`config.mk`:
```
export PLATFORM = sky130hd
export DESIGN_NAME = alarm_chime_sched
export DESIGN_NICKNAME = d
export VERILOG_FILES = /design/src/rtl/alarm_chime_sched.sv
export SDC_FILE = /design/constraint.sdc
export NUM_CORES = 1
export LEC_CHECK = 0
export ABC_AREA = 1
export CAP_MARGIN = 20
export CORE_AREA = 2 2 78 80
export CTS_CLUSTER_DIAMETER = 80
export DETAILED_ROUTE_END_ITERATION = 16
export DIE_AREA = 0 0 80 82
export GPL_ROUTABILITY_DRIVEN = 0
export GPL_TIMING_DRIVEN = 0
export HOLD_SLACK_MARGIN = 0.1
export PLACE_DENSITY = 0.79
export SLEW_MARGIN = 20
export SYNTH_ARGS = -nofsm -noshare
export SYNTH_HDL_FRONTEND = slang
export SYNTH_SLANG_ARGS = --single-unit
```
`constraint.sdc`:
```
create_clock -name CLK_50 -period 2.71 [get_ports CLK_50]
set_clock_uncertainty 0.15 [all_clocks]
set_input_delay 0.542 -clock CLK_50 [delete_from_list [all_inputs] [get_ports CLK_50]]
set_output_delay 0.542 -clock CLK_50 [all_outputs]
set_load 0.02 [all_outputs]
```
`src/rtl/alarm_chime_sched.sv`:
```
// Alarm sounder scheduler: hourly pips and alarm ring/snooze share one square-wave tone output.
// Optional feature macro: CHIME_EN (hourly pips compiled in when defined; ring-only when undefined).
module alarm_chime_sched #(
    parameter int unsigned LO_DIV     = 50000,
    parameter int unsigned HI_DIV     = 25000,
    parameter int unsigned RING_SEC   = 60,
    parameter int unsigned SNOOZE_SEC = 300
) (
    input  logic       CLK_50,
    input  logic       CR,
    input  logic       Tick_1Hz,
    input  logic [7:0] Hour,
    input  logic [7:0] Minute,
    input  logic [7:0] Second,
    input  logic [7:0] Set_Hr,
    input  logic [7:0] Set_Min,
    input  logic       Alarm_En,
    input  logic       Stop_key,
    input  logic       Snooze_key,
    output logic       ALARM,
    output logic [1:0] Src,
    output logic       Snoozing
);

    localparam int unsigned DIV_MAX = (LO_DIV > HI_DIV) ? LO_DIV : HI_DIV;
    localparam int unsigned DIV_W   = $clog2(DIV_MAX) + 1;
    localparam int unsigned RS_W    = $clog2(RING_SEC) + 1;
    localparam int unsigned SS_W    = $clog2(SNOOZE_SEC) + 1;

    localparam logic [1:0] SRC_NONE  = 2'b00;
    localparam logic [1:0] SRC_CHIME = 2'b01;
    localparam logic [1:0] SRC_RING  = 2'b10;

    typedef enum logic [1:0] {
        ST_IDLE   = 2'b00,
        ST_RING   = 2'b01,
        ST_SNOOZE = 2'b10
    } state_t;

    state_t            r_state, w_state_n;
    logic [RS_W-1:0]   r_rs, w_rs_n;
    logic [SS_W-1:0]   r_ss, w_ss_n;
    logic [2:0]        r_stop_sync, r_snz_sync;
    logic              w_stop_edge, w_snz_edge, w_match;
    logic              w_chime_lo_n, w_chime_hi_n;
    logic [1:0]        r_src, w_src_n;
    logic              r_on, w_on_n;
    logic              r_hi, w_hi_n;
    logic              r_snoozing;
    logic              r_alarm;
    logic [DIV_W-1:0]  r_div, w_div_last;
    logic              w_restart;

    // Two-flop synchronizers followed by an edge register; one action per press.
    always_ff @(posedge CLK_50 or posedge CR) begin
        if (CR) begin
            r_stop_sync <= 3'b000;
            r_snz_sync  <= 3'b000;
        end else begin
            r_stop_sync <= {r_stop_sync[1:0], Stop_key};
            r_snz_sync  <= {r_snz_sync[1:0], Snooze_key};
        end
    end

    assign w_stop_edge = r_stop_sync[1] & ~r_stop_sync[2];
    assign w_snz_edge  = r_snz_sync[1] & ~r_snz_sync[2];

`ifdef CHIME_EN
    logic r_chime_lo, r_chime_hi;
    logic w_lo_req, w_hi_req;

    always_comb begin
        w_lo_req = (Minute == 8'h59) &&
                   ((Second == 8'h50) || (Second == 8'h52) || (Second == 8'h54) ||
                    (Second == 8'h56) || (Second == 8'h58));
        w_hi_req = (Minute == 8'h00) && (Second == 8'h00);
    end

    // Pip requests are latched on the tick and held for the whole second.
    always_ff @(posedge CLK_50 or posedge CR) begin
        if (CR) begin
            r_chime_lo <= 1'b0;
            r_chime_hi <= 1'b0;
        end else if (Tick_1Hz) begin
            r_chime_lo <= w_lo_req;
            r_chime_hi <= w_hi_req;
        end
    end

    assign w_chime_lo_n = Tick_1Hz ? w_lo_req : r_chime_lo;
    assign w_chime_hi_n = Tick_1Hz ? w_hi_req : r_chime_hi;
`else
    assign w_chime_lo_n = 1'b0;
    assign w_chime_hi_n = 1'b0;
`endif

    // Next state of the alarm FSM and the sounder ownership that follows from it.
    always_comb begin
        w_state_n = r_state;
        w_rs_n    = r_rs;
        w_ss_n    = r_ss;
        w_src_n   = SRC_NONE;
        w_on_n    = 1'b0;
        w_hi_n    = 1'b0;
        w_match   = Tick_1Hz && (Second == 8'h00) && ({Hour, Minute} == {Set_Hr, Set_Min});

        if (!Alarm_En) begin
            w_state_n = ST_IDLE;
        end else begin
            case (r_state)
                ST_IDLE: begin
                    if (w_match) begin
                        w_state_n = ST_RING;
                        w_rs_n    = '0;
                    end
                end
                ST_RING: begin
                    if (w_stop_edge) begin
                        w_state_n = ST_IDLE;
                    end else if (w_snz_edge) begin
                        w_state_n = ST_SNOOZE;
                        w_ss_n    = '0;
                    end else if (Tick_1Hz) begin
                        if (r_rs == RS_W'(RING_SEC - 1)) begin
                            w_state_n = ST_IDLE;
                        end else begin
                            w_rs_n = r_rs + RS_W'(1);
                        end
                    end
                end
                ST_SNOOZE: begin
                    if (w_stop_edge) begin
                        w_state_n = ST_IDLE;
                    end else if (Tick_1Hz) begin
                        if (r_ss == SS_W'(SNOOZE_SEC - 1)) begin
                            w_state_n = ST_RING;
                            w_rs_n    = '0;
                        end else begin
                            w_ss_n = r_ss + SS_W'(1);
                        end
                    end
                end
                default: w_state_n = ST_IDLE;
            endcase
        end

        // Ring beats the pips; a suppressed pip simply expires with its second.
        if (w_state_n == ST_RING) begin
            w_src_n = SRC_RING;
            w_on_n  = ~w_rs_n[0];
            w_hi_n  = 1'b1;
        end else if (w_chime_lo_n || w_chime_hi_n) begin
            w_src_n = SRC_CHIME;
            w_on_n  = 1'b1;
            w_hi_n  = w_chime_hi_n;
        end
    end

    always_ff @(posedge CLK_50 or posedge CR) begin
        if (CR) begin
            r_state    <= ST_IDLE;
            r_rs       <= '0;
            r_ss       <= '0;
            r_src      <= SRC_NONE;
            r_on       <= 1'b0;
            r_hi       <= 1'b0;
            r_snoozing <= 1'b0;
        end else begin
            r_state    <= w_state_n;
            r_rs       <= w_rs_n;
            r_ss       <= w_ss_n;
            r_src      <= w_src_n;
            r_on       <= w_on_n;
            r_hi       <= w_hi_n;
            r_snoozing <= (w_state_n == ST_SNOOZE);
        end
    end

    // Divider restarts from zero with ALARM low whenever the owner, pitch or gate changes.
    assign w_restart  = (w_src_n != r_src) || (w_on_n != r_on) || (w_hi_n != r_hi);
    assign w_div_last = r_hi ? DIV_W'(HI_DIV - 1) : DIV_W'(LO_DIV - 1);

    always_ff @(posedge CLK_50 or posedge CR) begin
        if (CR) begin
            r_div   <= '0;
            r_alarm <= 1'b0;
        end else if (w_restart || !w_on_n) begin
            r_div   <= '0;
            r_alarm <= 1'b0;
        end else if (r_div == w_div_last) begin
            r_div   <= '0;
            r_alarm <= ~r_alarm;
        end else begin
            r_div <= r_div + DIV_W'(1);
        end
    end

    assign ALARM    = r_alarm;
    assign Src      = r_src;
    assign Snoozing = r_snoozing;

endmodule

```
After elaboration in Yosys (flattened, before gate mapping). Cells that the tools add are included.

Add/sub/neg operators: 3. Eq/ne operators: 21. Multiplexer cells: 34. Bitwise operators: 6. Reductions and logical operators: 13.

Operators by type and width (count): $mux W7 (8); $mux W10 (5); $mux W17 (2); $pmux W7 S3 (1); $mux W2 (10); $ne A2 B2 Y1 const B (10); $pmux W10 S2 (1); $add A17 B1 Y17 const B (1); $eq A17 B16 Y1 (1); $eq A16 B16 Y1 (1); $mux W16 (1); $add A10 B1 Y10 const B (1); $eq A10 B9 Y1 const B (1); $reduce_and A10 Y1 (1); $logic_not A8 Y1 (1); $add A7 B1 Y7 const B (1); $eq A7 B6 Y1 const B (1); $reduce_and A7 Y1 (1); $pmux W2 S3 (1); $mux W1 (5); $eq A2 B1 Y1 const B (2); $eq A2 B2 Y1 const B (2); $not A1 Y1 (4); $reduce_bool A2 Y1 (2); other kinds (8) (13).

Register bits after elaboration: 48. Input port bits: 46. Word-level logic and storage cells: 89.

Longest topological paths before layout. Gate-level depths: netlist of run 1.

Depth in word-level cells: 14. Depth in mapped cells: 14. Gate-level depth less buffers: 14.

Worst setup path after synthesis of run 1. Ideal clock, no wire load.

Path kind: input to register. Start: input port Tick_1Hz. End: register r_div[12]. Data arrival time: 1.746 ns. Path slack: 0.745 ns. Cell stages on the path: 12. Buffers on the path: 2. Cells stage by stage: buf_2 > inv_1 > nor2_1 > nand4_1 > nand2_1 > nand2_1 > nand2_1 > nor2_1 > a21oi_1 > nand4_2 > buf_6 > nor2_2.

Longest elaborated chain between the ends: 12.

Ends and longest elaborated chain: from (decl) (RTL line 11) `input logic Tick_1Hz,`; $mux W2 (tied with other cells) (RTL line 123) `end else if (Tick_1Hz) begin`; $mux W2 (tied with other cells) (RTL line 120) `end else if (w_snz_edge) begin`; $mux W2 (tied with other cells) (RTL line 118) `if (w_stop_edge) begin`; $pmux W2 S3 / $pmux W7 S3 (equally long branches) (RTL line 110) `case (r_state)`; $mux W2 / $mux W1 (equally long branches) (RTL line 107) `if (!Alarm_En) begin`; $eq A2 B1 Y1 / $not A1 Y1 (equally long branches) (RTL line 148, 150); $mux W2 / $mux W1 (equally long branches) (RTL line 148) `if (w_state_n == ST_RING) begin`; $ne A2 B2 Y1 / $ne A1 B1 Y1 (equally long branches) (RTL line 180) `assign w_restart = (w_src_n != r_src) || (w_on_n != r_on) || (w_hi_n != r_hi);`; $logic_or A1 B1 Y1 (2 in series) (RTL line 180); $logic_or A1 B1 Y1 (*) (RTL line 187) `end else if (w_restart || !w_on_n) begin`; $mux W17 (*) (RTL line 187); to (signal assigned) (RTL line 194) `r_div <= r_div + DIV_W'(1);`; to (decl) (RTL line 51) `logic [DIV_W-1:0] r_div, w_div_last;`.

Mark *: on every way between the ends. The rest lies on a longest branch, timed or not. The select of a mux whose other input is x is not followed. A chain may end at the register's enable or synchronous reset.

Worst setup path after layout of run 1.
Start: input port Hour[1]. End: register r_div[7].

Longest elaborated chain between the ends: 12.

Ends and longest elaborated chain: from (decl) (RTL line 12) `input logic [7:0] Hour,`; $eq A16 B16 Y1 (*) (RTL line 105) `w_match = Tick_1Hz && (Second == 8'h00) && ({Hour, Minute} == {Set_Hr, Set_Min});`; $logic_and A1 B1 Y1 (*) (RTL line 105); $mux W2 / $mux W7 (equally long branches) (RTL line 112) `if (w_match) begin`; $pmux W2 S3 / $pmux W7 S3 (equally long branches) (RTL line 110); $mux W2 / $mux W1 (equally long branches) (RTL line 107); $eq A2 B1 Y1 / $not A1 Y1 (equally long branches) (RTL line 148, 150); $mux W2 / $mux W1 (equally long branches) (RTL line 148); $ne A2 B2 Y1 / $ne A1 B1 Y1 (equally long branches) (RTL line 180); $logic_or A1 B1 Y1 (2 in series) (RTL line 180); $logic_or A1 B1 Y1 (*) (RTL line 187); $mux W17 (*) (RTL line 187).

Marked as above.

==> flow_summary.yaml, run 1 <==
power_and_ir_drop:
  power_frac_clock: 0.385
  netSwitchingPower_mw: 0.3036
  irDropWorstVdd_mv: 0.3030
  cellPowerDensity_nw_per_um2: 363.6
  internal_power_mw: 1.044
  pwr-share-comb: 0.101
  swShare: 0.2253
  finalPower_mw: 1.348
  p_seq_frac: 0.513
  p_leak_nw: 1.644
floorplanning:
  die_h_um: 82
  rows: 28
  die_area_um2: 6560
  core_region_area_um2: 5746
  ios: 50
  start_util: 0.5240
  die_w_um: 80
sta:
  drv_slew: 0
  grt_setup_unrepaired: "no"
  setup_slack_ns: 0.3990
  final_hold_viol_count: 0
  finalCriticalPeriod_ns: 2.311
  fin_hold_ws_ns: 0.2099
  setup_viol: 0
  period_share: 0.8528
  max_clock_freq_mhz: 432.7
  fin_tns_setup_ns: 0
clocking:
  numCtsBuffers: 5
  ctsResizeCount: 0
  tritoncts: "yes"
  root_buffer: "clkbuf_8"
  htreeDepth: 2
  cts.sinks: 46
  clk_latency_ns: 0.30
  hold_buffers: 0
  post_cts_buffers: 0
  clkTransAtPathRegs_ns: 0.09
  clockBufferDepth: 2
synth:
  synth_top_cell_by_area: "dfrtp_1"
  async_flop_share: 1.000
  ys_seq_elements: 46
  ys_warn_count: 0
  synth_cell_type_count: 37
  yosys.area.top_type_share: 0.3824
  syn_area_um2: 3010
  synth_edf_count: 0
  syn-num-nets: 459
  synth.area.top_cells: "dfrtp_1, nand2_1, inv_1"
  syn_avg_cell_area_um2: 7.342
  netlist_instances: 410
  synthFlopType: "dfrtp_1"
  ys_seq_area_frac: 0.3824
status:
  outcome: "complete, no violations"
route:
  drt-wirelength-per-cell_um: 11.96
  drt_iter0_drc: 148
  routed.top_layer: "met4"
  drtAntennaViolNets: 0
  dr_wl_met3_um: 200
  routed_wl_mm: 6.470
  met2_length_mm: 3.358
  num_vias: 2762
  drc: 0
  via_per_inst: 5.105
  dr.pass1.iters: 4
  m1WireLength_mm: 2.790
critical_path:
  cp.arrival_ns: 2.39
  critPathTopFamily: "simple AND/OR/NAND/NOR gates"
  cp.required_ns: 2.79
  crit_fanout: 10
  start_kind: "input port"
  crit_top_cell: "nand2_1"
  critPathBufInv: 3
  path_cells: "clkdlybuf4s50_1 -> inv_1 -> nand2_1 -> nand2_1 -> nor2_1 -> nand2_1 -> nor2_1 -> nand3_1 -> nand2_1 -> nand2_1 -> a21oi_1 -> nand4_2 -> buf_6 -> nor2_2"
  slowest_stage: "clkdlybuf4s50_1"
  slowest_delay_ns: 0.49
  path_class: "input port to flip-flop"
  end_kind: "flip-flop"
cells_and_area:
  antenna_cells: 0
  design_area_um2: 3707
  syn_to_final_growth_pct: 23.15
  final_common_cell: "nand2_1"
  drive_gt1_frac: 0.1116
  final_cell_mix: "nand2_1, inv_1, nor2_1"
  nNetsFinal: 514
global_route:
  grt_max_degree: 35
  grt_pass1_wl_mm: 11.31
  grt.total_usage: 0.2153
  antenna_found_initial: 0
  grt_remaining_overflow: 0
  grt_pass1_vias: 2595
place:
  dpl.hpwl_mm: 5.075
  dpl_cell_area_um2: 3595
  pre_cts_slack_ns: 0.08841
  portBuffers: 47
min_path:
  hold_path_class: "flip-flop to flip-flop"
flow_run:
  maxCapViolCount: 0
## worst paths after layout
check,cells after the start,slack [ns],end,from
setup / recovery,14,0.40,r_div[7]$_DFF_PP0_,Hour[1]
hold / removal,0,0.21,r_stop_sync[1]$_DFF_PP0_,r_stop_sync[0]$_DFF_PP0_
setup reg to reg,12,0.45,r_div[7]$_DFF_PP0_,r_rs[0]$_DFF_PP0_
hold reg to reg,0,0.21,r_stop_sync[1]$_DFF_PP0_,r_stop_sync[0]$_DFF_PP0_
max in group asynchronous,3,1.58,r_div[9]$_DFF_PP0_,CR
min in group asynchronous,2,0.36,r_ss[5]$_DFFE_PP0P_,CR
## synthesized netlist by cell type, drive strengths merged (6+ instances only)
master	number
dfrtp	46
nand4	17
o21ai	13
inv	63
nand2	98
nor2	66
nor3	14
a21oi	10
buf	7
xnor2	6
nand3	28
xor2	21
## layout make-up
class / count / area [um2]
fillers: 508 / 2038
clock inverters: 3 / 43.79
well taps: 75 / 93.84
clock buffers: 5 / 68.82
plain buffers: 7 / 48.80
flip-flops and latches: 46 / 1151
inverters: 63 / 239.0
multi-input cells: 294 / 1572
repair buffers: 48 / 490.5
## power groups by stage
stage	Combinational, mW	Clock (mW)	Sequential (mW)
after global placement	0.131	0	0.705
after detailed placement	0.138	0	0.706
after global routing	0.153	0.563	0.692
after CTS	0.138	0.532	0.692
after floorplan	0.0542	0	0.705
final	0.137	0.519	0.692
## state kept, by name, summed over array words and instances (netlist names)
register	count
r_stop_sync	3
r_snz_sync	3
r_on	1
Snoozing	1
r_rs	7
r_ss	10
Src	1
r_state	2
ALARM	1
r_div	17
## metrics by stage
stage,cells,utilization
floorplan,410,-
global placement,532,0.6222
detailed placement,533,0.6257
CTS,541,0.6453
global route,541,0.6453
finish,541,0.6453
## per-layer routing
layer  GRT usage  vias to the layer above
li1            -                     1409
met3     0.04066                       19
met1      0.2611                     1272
met2      0.3858                       62
met5           0                        -
met4     0.06949                        0
## kinds of logic after synthesis
kind of cell	after synthesis	share of synthesized area
buf+inv	70	0.09560
fa+ha+maj	3	0.01247
compound gates	35	0.08230
other cells	1	0.001246
flops	46	0.3824
simple gates	228	0.3475
xor+xnor	27	0.07855
No activity file was read; power rests on OpenSTA's default activity.
==> run 2, diff against run 1 <==
--- a/config.mk
+++ b/config.mk
@@ -7,15 +7,14 @@
 export LEC_CHECK = 0
 export ABC_AREA = 1
 export CAP_MARGIN = 20
-export CORE_AREA = 2 2 78 80
+export CORE_AREA = 2 2 56 111
 export CTS_CLUSTER_DIAMETER = 80
 export DETAILED_ROUTE_END_ITERATION = 16
-export DIE_AREA = 0 0 80 82
+export DIE_AREA = 0 0 58 113
 export GPL_ROUTABILITY_DRIVEN = 0
 export GPL_TIMING_DRIVEN = 0
 export HOLD_SLACK_MARGIN = 0.1
 export PLACE_DENSITY = 0.79
-export SLEW_MARGIN = 20
 export SYNTH_ARGS = -nofsm -noshare
 export SYNTH_HDL_FRONTEND = slang
 export SYNTH_SLANG_ARGS = --single-unit
==> flow_summary.yaml, run 2 (synthesized netlist as in run 1, its figures left out) <==
status:
  outcome: "complete, no violations"
clocking:
  ctsResizeCount: 0
  post_cts_buffers: 0
  cts.sinks: 46
  tritoncts: "yes"
  hold_buffers: 0
  numCtsBuffers: 5
  root_buffer: "clkbuf_16"
  clk_latency_ns: 0.29
  clockBufferDepth: 2
  htreeDepth: 2
  clkTransAtPathRegs_ns: 0.06
sta:
  final_hold_viol_count: 0
  max-slew-margin-rel: 0.6666
  drv_slew: 0
  grt_setup_unrepaired: "no"
  fin_tns_setup_ns: 0
  period_share: 0.8921
  max_clock_freq_mhz: 413.6
  setup_viol: 0
  tightest_slew_ns: 0.4983
  finalCriticalPeriod_ns: 2.418
  setup_slack_ns: 0.2925
place:
  dpl_cell_area_um2: 3577
  portBuffers: 47
  pre_cts_slack_ns: -0.06425
  placed_cells: 519
  dpl.hpwl_mm: 5.689
power_and_ir_drop:
  cellPowerDensity_nw_per_um2: 409.1
  irDropWorstVdd_mv: 0.5450
  p_leak_nw: 1.662
floorplanning:
  die_area_um2: 6554
  die_h_um: 113
  die_w_um: 58
  rows: 39
  start_util: 0.5318
  core_region_area_um2: 5660
  ios: 50
critical_path:
  cp.arrival_ns: 2.50
  setup.worst_path.end: "r_div[14]$_DFF_PP0_"
  start_kind: "input port"
  worstReg2RegStart: "r_rs[0]$_DFF_PP0_"
  reg2reg_slack_ns: 0.47
  reg2reg_to: "r_div[14]$_DFF_PP0_"
  path_class: "input port to flip-flop"
  cp.required_ns: 2.79
  startpoint: "Set_Min[7]"
  crit_fanout: 10
  worst-r2r-cell-count: 12
  end_kind: "flip-flop"
route:
  routed.top_layer: "met4"
  routed_wl_mm: 7.218
  drt_iter0_drc: 105
  met2_length_mm: 4.174
  num_vias: 2784
  drt-wirelength-per-cell_um: 13.70
  drc: 0
  dr.pass1.iters: 5
  m1WireLength_mm: 2.454
  dr_wl_met3_um: 414
  drtAntennaViolNets: 0
  via_per_inst: 5.283
global_route:
  grt_pass1_wl_mm: 12.17
  grt_remaining_overflow: 0
  grt_max_degree: 34
  antenna_found_initial: 0
  grt.total_usage: 0.2391
  grt_pass1_vias: 2886
cells_and_area:
  final_common_cell: "nand2_1"
  regMostFlops: "r_div"
  final_core_util: 0.6620
  drive_gt1_frac: 0.1116
  antenna_cells: 0
  largest_reg_flops: 17
  final_cell_mix: "nand2_1, inv_1, nor2_1"
  syn_to_final_growth_pct: 24.48
  nNetsFinal: 514
  design_area_um2: 3747
  reg.largest.list: "r_div: 17 flops, r_ss: 10 flops, r_rs: 7 flops"
  final_cells: 527
min_path:
  hold_depth: 0
  hold_path_class: "flip-flop to flip-flop"
flow_run:
  maxCapViolCount: 0
==> run 2: changes by cell type in the layout (fill, tap and decap cells not counted) <==
| cell | change |
|---|---|
| clkbuf_8 | -5 |
| clkinv_2 | -1 |
| clkbuf_16 | +5 |
| clkinvlp_4 | +2 |
| inv_6 | -1 |
==> run 2: final cells by class <==
cell class,count,area [um2]
well taps,61,76.32
inverters,63,239.0
fillers,485,1913
multi-input cells,294,1572
repair buffers,48,490.5
plain buffers,7,48.80
clock inverters,3,45.04
clock buffers,5,125.1
flip-flops and latches,46,1151
==> run 2: per-stage QoR <==
step                      power, mW  hold WS (ns)
after floorplan              0.7593        0.1812
after global placement       0.8370        0.1831
after detailed placement     0.8445        0.1905
after CTS                     1.542        0.2055
after global routing          1.588        0.2165
final                         1.533        0.2027
==> run 2: worst max-delay path: stages <==
cell and delay, ns:
clkdlybuf4s50_1 0.48, inv_1 0.04, nand2_1 0.05, nand2_1 0.06
nor2_1 0.12, nand2_1 0.06, nor2_1 0.22, nand3_1 0.12
nand2_1 0.10, nand2_1 0.08, a21oi_1 0.16, nand4_2 0.17
buf_6 0.21, nor2_2 0.08
==> run 2: power by group <==
| part | switching (mW) | leakage (nW) | internal [mW] |
|---|---|---|---|
| Sequential | 0.00178 | 0.598 | 0.691 |
| Combinational | 0.0600 | 0.988 | 0.0774 |
| Clock | 0.268 | 0.0760 | 0.435 |
| Total | 0.330 | 1.66 | 1.20 |
==> run 2: how the worst min path moves through the flow <==
stage / start / endpoint
6_report: r_stop_sync[0]$_DFF_PP0_ / r_stop_sync[1]$_DFF_PP0_
5_1_grt: r_snz_sync[0]$_DFF_PP0_ / r_snz_sync[1]$_DFF_PP0_
4_1_cts: r_stop_sync[0]$_DFF_PP0_ / r_stop_sync[1]$_DFF_PP0_
3_5_place_dp: r_stop_sync[0]$_DFF_PP0_ / r_stop_sync[1]$_DFF_PP0_
3_3_place_gp: r_snz_sync[0]$_DFF_PP0_ / r_snz_sync[1]$_DFF_PP0_
2_1_floorplan: r_snz_sync[0]$_DFF_PP0_ / r_snz_sync[1]$_DFF_PP0_
==> run 2: routing by layer <==
| layer | GRT usage | vias up |
|---|---|---|
| li1 | - | 1403 |
| met1 | 0.2172 | 1275 |
| met2 | 0.4811 | 90 |
| met3 | 0.04686 | 16 |
| met4 | 0.09457 | 0 |
| met5 | 0 | - |
==> run 3, diff against run 2 <==
--- a/config.mk
+++ b/config.mk
@@ -13,7 +13,6 @@
 export DIE_AREA = 0 0 58 113
 export GPL_ROUTABILITY_DRIVEN = 0
 export GPL_TIMING_DRIVEN = 0
-export HOLD_SLACK_MARGIN = 0.1
 export PLACE_DENSITY = 0.79
 export SYNTH_ARGS = -nofsm -noshare
 export SYNTH_HDL_FRONTEND = slang
==> results of run 3 <==
The final DEF is identical to that of run 2; final timing and power are the same.
